===== src/rtl/bus_arbiter_pkg.sv =====
// Shared types and constants for the two-requester bus arbiter.
package bus_arbiter_pkg;

    typedef enum logic [1:0] {
        ST_IDLE  = 2'd0,
        ST_BUSY0 = 2'd1,
        ST_BUSY1 = 2'd2
    } state_t;

    typedef logic req_id_t;

    localparam int unsigned DEFAULT_MAX_WAIT = 255;
    localparam int          WAIT_W           = 8;

endpackage


===== src/rtl/bus_arbiter.sv =====
// Round-robin arbiter granting fetch (m0) or load/store (m1) access to one
// shared bus, with a wait-cycle timeout that aborts a stalled access.
//
// state    | meaning
// ST_IDLE  | no access in flight; arbitrate and latch the winning request
// ST_BUSY0 | m0 access on the bus, waiting for bus_ready or timeout
// ST_BUSY1 | m1 access on the bus, waiting for bus_ready or timeout
module bus_arbiter
    import bus_arbiter_pkg::*;
#(
    parameter int unsigned MAX_WAIT = DEFAULT_MAX_WAIT
) (
    input  logic        clock,
    input  logic        reset,

    input  logic        m0_request,
    input  logic        m0_write_enable,
    input  logic [31:0] m0_address,
    input  logic [31:0] m0_write_data,
    input  logic [3:0]  m0_byte_enable,
    output logic        m0_ready,
    output logic        m0_error,
    output logic [31:0] m0_read_data,

    input  logic        m1_request,
    input  logic        m1_write_enable,
    input  logic [31:0] m1_address,
    input  logic [31:0] m1_write_data,
    input  logic [3:0]  m1_byte_enable,
    output logic        m1_ready,
    output logic        m1_error,
    output logic [31:0] m1_read_data,

    output logic [31:0] bus_address,
    output logic [31:0] bus_write_data,
    output logic [3:0]  bus_byte_enable,
    output logic        bus_read_enable,
    output logic        bus_write_enable,
    input  logic [31:0] bus_read_data,
    input  logic        bus_ready
);

    // Counter holds completed wait cycles, so the abort fires in the BUSY
    // cycle where it would reach MAX_WAIT.
    localparam logic [WAIT_W-1:0] WAIT_LAST = WAIT_W'(MAX_WAIT - 1);

    state_t              state_q, state_d;
    req_id_t             last_q, last_d;
    logic [WAIT_W-1:0]   wait_q, wait_d;
    logic                we_q, we_d;
    logic [31:0]         addr_q, addr_d;
    logic [31:0]         wdata_q, wdata_d;
    logic [3:0]          be_q, be_d;

    req_id_t             gnt;
    logic                busy;
    logic                timeout;
    logic                finish;

    always_ff @(posedge clock) begin
        if (reset) begin
            state_q <= ST_IDLE;
            last_q  <= 1'b1;
            wait_q  <= '0;
            we_q    <= 1'b0;
            addr_q  <= '0;
            wdata_q <= '0;
            be_q    <= '0;
        end else begin
            state_q <= state_d;
            last_q  <= last_d;
            wait_q  <= wait_d;
            we_q    <= we_d;
            addr_q  <= addr_d;
            wdata_q <= wdata_d;
            be_q    <= be_d;
        end
    end

    always_comb begin
        state_d = state_q;
        last_d  = last_q;
        wait_d  = wait_q;
        we_d    = we_q;
        addr_d  = addr_q;
        wdata_d = wdata_q;
        be_d    = be_q;
        gnt     = 1'b0;

        busy    = (state_q != ST_IDLE);
        timeout = busy && !bus_ready && (wait_q == WAIT_LAST);
        finish  = busy && (bus_ready || timeout);

        case (state_q)
            ST_IDLE: begin
                if (m0_request || m1_request) begin
                    gnt     = (m0_request && m1_request) ? ~last_q : m1_request;
                    we_d    = gnt ? m1_write_enable : m0_write_enable;
                    addr_d  = gnt ? m1_address      : m0_address;
                    wdata_d = gnt ? m1_write_data   : m0_write_data;
                    be_d    = gnt ? m1_byte_enable  : m0_byte_enable;
                    last_d  = gnt;
                    wait_d  = '0;
                    state_d = gnt ? ST_BUSY1 : ST_BUSY0;
                end
            end
            ST_BUSY0, ST_BUSY1: begin
                if (finish) begin
                    state_d = ST_IDLE;
                end else begin
                    wait_d = wait_q + WAIT_W'(1);
                end
            end
            default: state_d = ST_IDLE;
        endcase

        bus_address      = busy ? addr_q  : '0;
        bus_write_data   = busy ? wdata_q : '0;
        bus_byte_enable  = busy ? be_q    : '0;
        bus_read_enable  = busy && !we_q;
        bus_write_enable = busy && we_q;

        m0_ready     = finish && (state_q == ST_BUSY0);
        m1_ready     = finish && (state_q == ST_BUSY1);
        m0_error     = m0_ready && !bus_ready;
        m1_error     = m1_ready && !bus_ready;
        m0_read_data = m0_ready ? bus_read_data : '0;
        m1_read_data = m1_ready ? bus_read_data : '0;
    end

endmodule


===== config.mk =====
export PLATFORM = sky130hd
export DESIGN_NAME = bus_arbiter
export DESIGN_NICKNAME = d
export VERILOG_FILES = /design/src/rtl/bus_arbiter_pkg.sv /design/src/rtl/bus_arbiter.sv
export SDC_FILE = /design/constraint.sdc
export NUM_CORES = 1
export LEC_CHECK = 0
export ABC_AREA = 1
export CORE_AREA = 5 5 120 122
export CTS_CLUSTER_SIZE = 16
export DETAILED_ROUTE_END_ITERATION = 7
export DIE_AREA = 0 0 125 127
export PLACE_DENSITY_LB_ADDON = 0.3
export SLEW_MARGIN = 20
export SYNTH_ARGS = -nofsm -noshare
export SYNTH_HDL_FRONTEND = slang
export SYNTH_SLANG_ARGS = --single-unit

===== constraint.sdc =====
create_clock -name clock -period 4.7 [get_ports clock]
set_clock_uncertainty 0.05 [all_clocks]
set_input_delay 0.705 -clock clock [delete_from_list [all_inputs] [get_ports clock]]
set_output_delay 0.705 -clock clock [all_outputs]
set_load 0.02 [all_outputs]

* After elaboration in Yosys (flattened, before gate mapping)
Cells that the tools add are included.
Cells by class: add/sub/neg operators 1, multiply operators 0, divide/modulo/power cells 0, magnitude comparators 0, equal/unequal tests 6, shifts and indexed selects 0, multiplexer cells 17, bitwise gates (word level) 1, reductions and logical operators 21
Operators with widths (number):
- 2-to-1 mux 32 bit | 6
- 2-to-1 mux 8 bit | 2
- case mux 8 bit (2 select lines) | 1
- logical AND 1 bit | 10
- adder 8 x 1 -> 8 bit, second input constant | 1
- == test 8 bit, second input constant | 1
- 2-to-1 mux 4 bit | 2
- 2-to-1 mux 2 bit | 3
- != test 2 bit, second input constant | 3
- case mux 2 bit (2 select lines) | 1
- AND reduction 2 bit | 2
- nonzero test 2 bit | 2
- AND reduction 3 bit | 1
- == test 2 x 1 -> 1 bit, second input constant | 1
- == test 2 bit, second input constant | 1
- logical NOT 1 bit | 2
- logical NOT 2 bit | 1
- logical OR 1 bit | 2
- 2-to-1 mux 1 bit | 2
- OR reduction 2 bit | 1
- inverter 1 bit | 1
Storage, ports and cells: bits in registers 80, bits in latches 0, bits in writable memories 0, ROM bits 0, output and inout port bits 138, memories kept 0

* Longest topological paths before layout
word-level depth 7, depth in mapped cells 11, gate-level depth less buffers 11

* Worst setup path after synthesis
No wires, ideal clock.
kind input -> output, start input bus_ready, end output m0_read_data[10], arrival time 1.596 ns, required time 3.945 ns, setup slack 2.349 ns, stages on the path 7, path buffers 1, cell sequence inv_1 nand2_2 nand2_4 nor2_4 inv_2 buf_6 nor2_1
Between the ends: longest elaborated chain between the ends 7
Ends and longest elaborated chain:
- start: declaration | line bus_arbiter.sv:40 | input logic bus_ready
- logical NOT 1 bit | line bus_arbiter.sv:91 | timeout = busy && !bus_ready && (wait_q == WAIT_LAST);
- logical AND 1 bit (2 in series) | line bus_arbiter.sv:91
- logical OR 1 bit * | line bus_arbiter.sv:92 | finish = busy && (bus_ready || timeout);
- logical AND 1 bit * | line bus_arbiter.sv:92
- logical AND 1 bit * | line bus_arbiter.sv:123 | m0_ready = finish && (state_q == ST_BUSY0);
- via m0_ready | line bus_arbiter.sv:21 | output logic m0_ready,
- 2-to-1 mux 32 bit * | line bus_arbiter.sv:127 | m0_read_data = m0_ready ? bus_read_data : '0;
- end: declaration | line bus_arbiter.sv:23 | output logic [31:0] m0_read_data,
Mark *: on every way through the listed nets, which the timed path passes. The rest lies on a longest branch.

* Worst setup path after layout
start register state_q[0], end output m1_read_data[26]
Between the ends: longest elaborated chain between the ends 7
Ends and longest elaborated chain:
- start: declaration | line bus_arbiter.sv:47 | state_t state_q, state_d;
- start signal: assignment | line bus_arbiter.sv:70 | state_q <= state_d;
- nonzero test 2 bit | line bus_arbiter.sv:90 | busy = (state_q != ST_IDLE);
- logical AND 1 bit (2 in series) | line bus_arbiter.sv:91
- logical OR 1 bit | line bus_arbiter.sv:92
- logical AND 1 bit | line bus_arbiter.sv:92
- logical AND 1 bit * | line bus_arbiter.sv:124 | m1_ready = finish && (state_q == ST_BUSY1);
- 2-to-1 mux 32 bit * | line bus_arbiter.sv:128 | m1_read_data = m1_ready ? bus_read_data : '0;
- end: declaration | line bus_arbiter.sv:32 | output logic [31:0] m1_read_data,
Mark *: on every way between the ends. The rest lies on a longest branch, timed or not.

==> out/metrics.yaml <==
worst_setup_path:
  reg2reg_to: "wait_q[4]"
  worstSetupEndpoint: "m1_read_data[26]"
  r2r_cells: 9
  path_cells: "inv_1 > ha_2 > inv_1 > nand2_4 > nor2_4 > inv_2 > nor2_1 > clkdlybuf4s50_1"
  worstPathBufferInverterCount: 4
  reg2reg_from: "state_q[0]"
  crit_top_cell: "inv_1"
  cp-start-kind: "flop"
  end_kind: "output port"
  crit_type: "flop to output port"
  critPathRequiredTime_ns: 3.94
  path_delay_family: "buffers and inverters"
  path_depth: 8
  cp_slowest_stage_delay_ns: 0.58
  critPathArrivalTime_ns: 2.76
  reg2reg_slack_ns: 2.27
  crit_slowest_cell: "clkdlybuf4s50_1"
  cp_max_fo: 32
  critPathLaunch: "state_q[0]"
synth:
  yosysTopAreaCellShare_pct: 33.9
  yosysWarningCount: 0
  synth.area.mux_share_pct: 0
  synth_xor_area_share_pct: 0.556
  netlist_area_um2: 4730
  yosysTopAreaCell: "dfxtp_1"
  synth-edff-count: 0
  synth_flop_cell: "dfxtp_1"
  synthCells: 745
  synth_area_leaders: "dfxtp_1 (34%), nor2_1 (11%), o21bai_1 (11%)"
  ys_seq_area_share_pct: 33.9
  ys_types: 25
  synth_compound_area_share_pct: 27.4
  synth_top_family_by_area: "compound AO/OA/AOI/OAI gates"
  synthesis.nets: 925
  synth_fa_ha_area_share_pct: 1.32
  synthArstFlopShare_pct: 0
  synth-simple-area-share_pct: 21.9
  ys_ff_latch: 80
  syn_avg_cell_area_um2: 6.34
detailed_routing:
  routed_via_density: 4.63
  route.detailed.wl_per_inst_um: 15.3
  vias: 5575
  first_iter_violations: 244
  first_pass_iters: 4
  wirelength_mm: 18.4
  drc: 0
  drt.antenna.violating_nets: 0
sta:
  grt_setup_unrepaired: "no"
  finalHoldViolCount: 0
  tightest_slew_ns: 0.787
  slew_viol_final: 0
  fin_crit_sh_pct: 74.9
  finalSetupTns_ns: 0
  fin_crit_ns: 3.52
  setup_viol: 0
  max_freq_mhz: 284
  slew_headroom_pct: 47.6
power:
  p_seq_share_pct: 32.1
  pwr-share-comb_pct: 42.1
  internal_power_w: 0.00169
  p_sw_share_pct: 35.8
  total_power_w: 0.00263
  power.leakage_nw: 3.17
  vdd_drop_max_v: 0.000217
  p_switching_w: 0.000943
  clkPwrFrac_pct: 25.8
  p_per_area_nw_per_um2: 323
placement:
  gp_congestion: 0.952
  dp_hpwl_mm: 13.9
  portBuffers: 312
clock_network:
  cts_sinks: 80
  cts_resized: 0
  cts_tree: "yes"
  path_clk_slew_ns: 0.06
  postCtsSetupBuffers: 0
  cts-htree-levels: 3
  root_buffer: "clkbuf_16"
  clk_latency_ns: 0.34
  clockBufferDepth: 2
  ctsHoldBuffers: 0
  cts-buffers-inserted: 9
global_routing:
  antenna_found_initial: 0
  overflow: 0
  grt_max_degree: 73
  grt_pass1_vias: 5189
  grt_use_total_pct: 21.7
  grt_pass1_wl_mm: 27.4
layout:
  antenna_cells: 0
  area_growth_pct: 72.5
  nets: 1204
  drive_gt1_share_pct: 3.51
die:
  die-width_um: 125
  die_area_um2: 15900
  core-area_um2: 13100
  num_io_pins: 313
  dieHeight_um: 127
  rows: 42
  start_util_pct: 36.1
flow_run:
  max_cap_violations: 0
worst_hold_path:
  hp-class: "flop to flop"
outcome:
  status: "completed"
-- flip-flops by register name, indices dropped and copies added, names as in the netlist --
signal / cells
last_q: 1
addr_q: 32
state_q: 2
be_q: 4
wait_q: 8
we_q: 1
wdata_q: 32
-- logic make-up (layout without fill, tap and decap cells) --
| family | count (synthesis) | in the layout |
|---|---|---|
| compound gates | 222 | 222 |
| xor+xnor | 3 | 3 |
| fa+ha+maj | 5 | 5 |
| buf+inv | 171 | 453 |
| flops | 80 | 80 |
| simple gates | 264 | 264 |
-- synthesized netlist by cell type, types with 2 or more instances --
master	count
buf_6	6
ha_1	5
nor2_1	144
nor2_4	2
inv_2	5
nand2_1	105
nand2_2	3
clkbuf_1	30
inv_1	114
xor2_1	2
dfxtp_1	80
nand4_1	3
nand3_1	5
o21bai_1	70
o21ai_1	35
a21oi_1	80
o21ai_2	2
o21ai_0	35
buf_2	13
-- cell usage in the layout, fill, tap and decap left out --
master / synthesis / routed
o21bai_1: 70 / 70
o21ai_0: 35 / 35
o21ai_1: 35 / 35
inv_2: 5 / 5
nor2_4: 2 / 2
clkinvlp_4: 0 / 2
nand2_4: 1 / 1
clkbuf_16: 0 / 9
nor2_1: 144 / 144
xnor2_1: 1 / 1
nand4_1: 3 / 3
nand2_1: 105 / 104
nor2_2: 1 / 1
ha_1: 5 / 4
buf_2: 13 / 1
buf_4: 0 / 7
bufinv_16: 0 / 1
nand3_1: 5 / 5
o21ai_2: 2 / 1
a21oi_1: 80 / 80
ha_2: 0 / 1
inv_1: 114 / 114
xor2_1: 2 / 2
o21ai_4: 0 / 1
clkbuf_1: 30 / 2
clkdlybuf4s50_1: 0 / 311
dfxtp_1: 80 / 80
clkinv_1: 1 / 1
nand2_2: 3 / 4
-- worst min-delay path by stage --
stage	end	cells after the start	slack (ns)	startpoint
2_1_floorplan	last_q	2	0.39	last_q
3_3_place_gp	addr_q[8]	2	0.40	addr_q[8]
3_5_place_dp	wdata_q[13]	2	0.41	wdata_q[13]
4_1_cts	addr_q[24]	2	0.41	addr_q[24]
5_1_grt	wdata_q[22]	2	0.43	wdata_q[22]
6_report	wdata_q[2]	2	0.41	wdata_q[2]
-- tightest hold or removal path: stages, from the launching register on --
cell	delay [ns]
dfxtp_1	0.31
nand2_1	0.06
a21oi_1	0.05
-- power groups by stage --
stage,clock [W],combinational (W),sequential (W)
6_report,0.000678,0.00111,0.000845
5_1_grt,0.000724,0.00122,0.000857
4_1_cts,0.000699,0.00112,0.000845
3_5_place_dp,0,0.00112,0.000858
3_3_place_gp,0,0.00111,0.000854
2_1_floorplan,0,0.000672,0.000846
-- cell type report --
class | count | area [um2]
clock buffers | 11 | 233
clock inverters | 3 | 45.0
fillers | 1237 | 4930
inverters | 120 | 450
multi-input cells | 494 | 2430
flip-flops and latches | 80 | 1600
well taps | 176 | 220
repair buffers | 319 | 3170
-- per-layer routing --
metal	vias to the layer above	track usage (%)	routed length, um
met3	26	7.85	1740
li1	2869	-	-
met4	0	7.40	396
met5	-	0	0
met2	237	40.4	9340
met1	2443	22.6	6880
-- per-stage QoR --
step,worst slack (ns),util [%],instance area [um2],cells,hold WS (ns)
2_1_floorplan,2.35,-,4730,745,0.392
3_3_place_gp,1.33,60.2,7880,1189,0.402
3_5_place_dp,1.32,60.2,7880,1189,0.405
4_1_cts,1.13,62.3,8150,1203,0.414
5_1_grt,0.966,62.3,8150,1203,0.429
6_report,1.18,62.3,8150,1203,0.413
(Power assumes the default switching activity.)
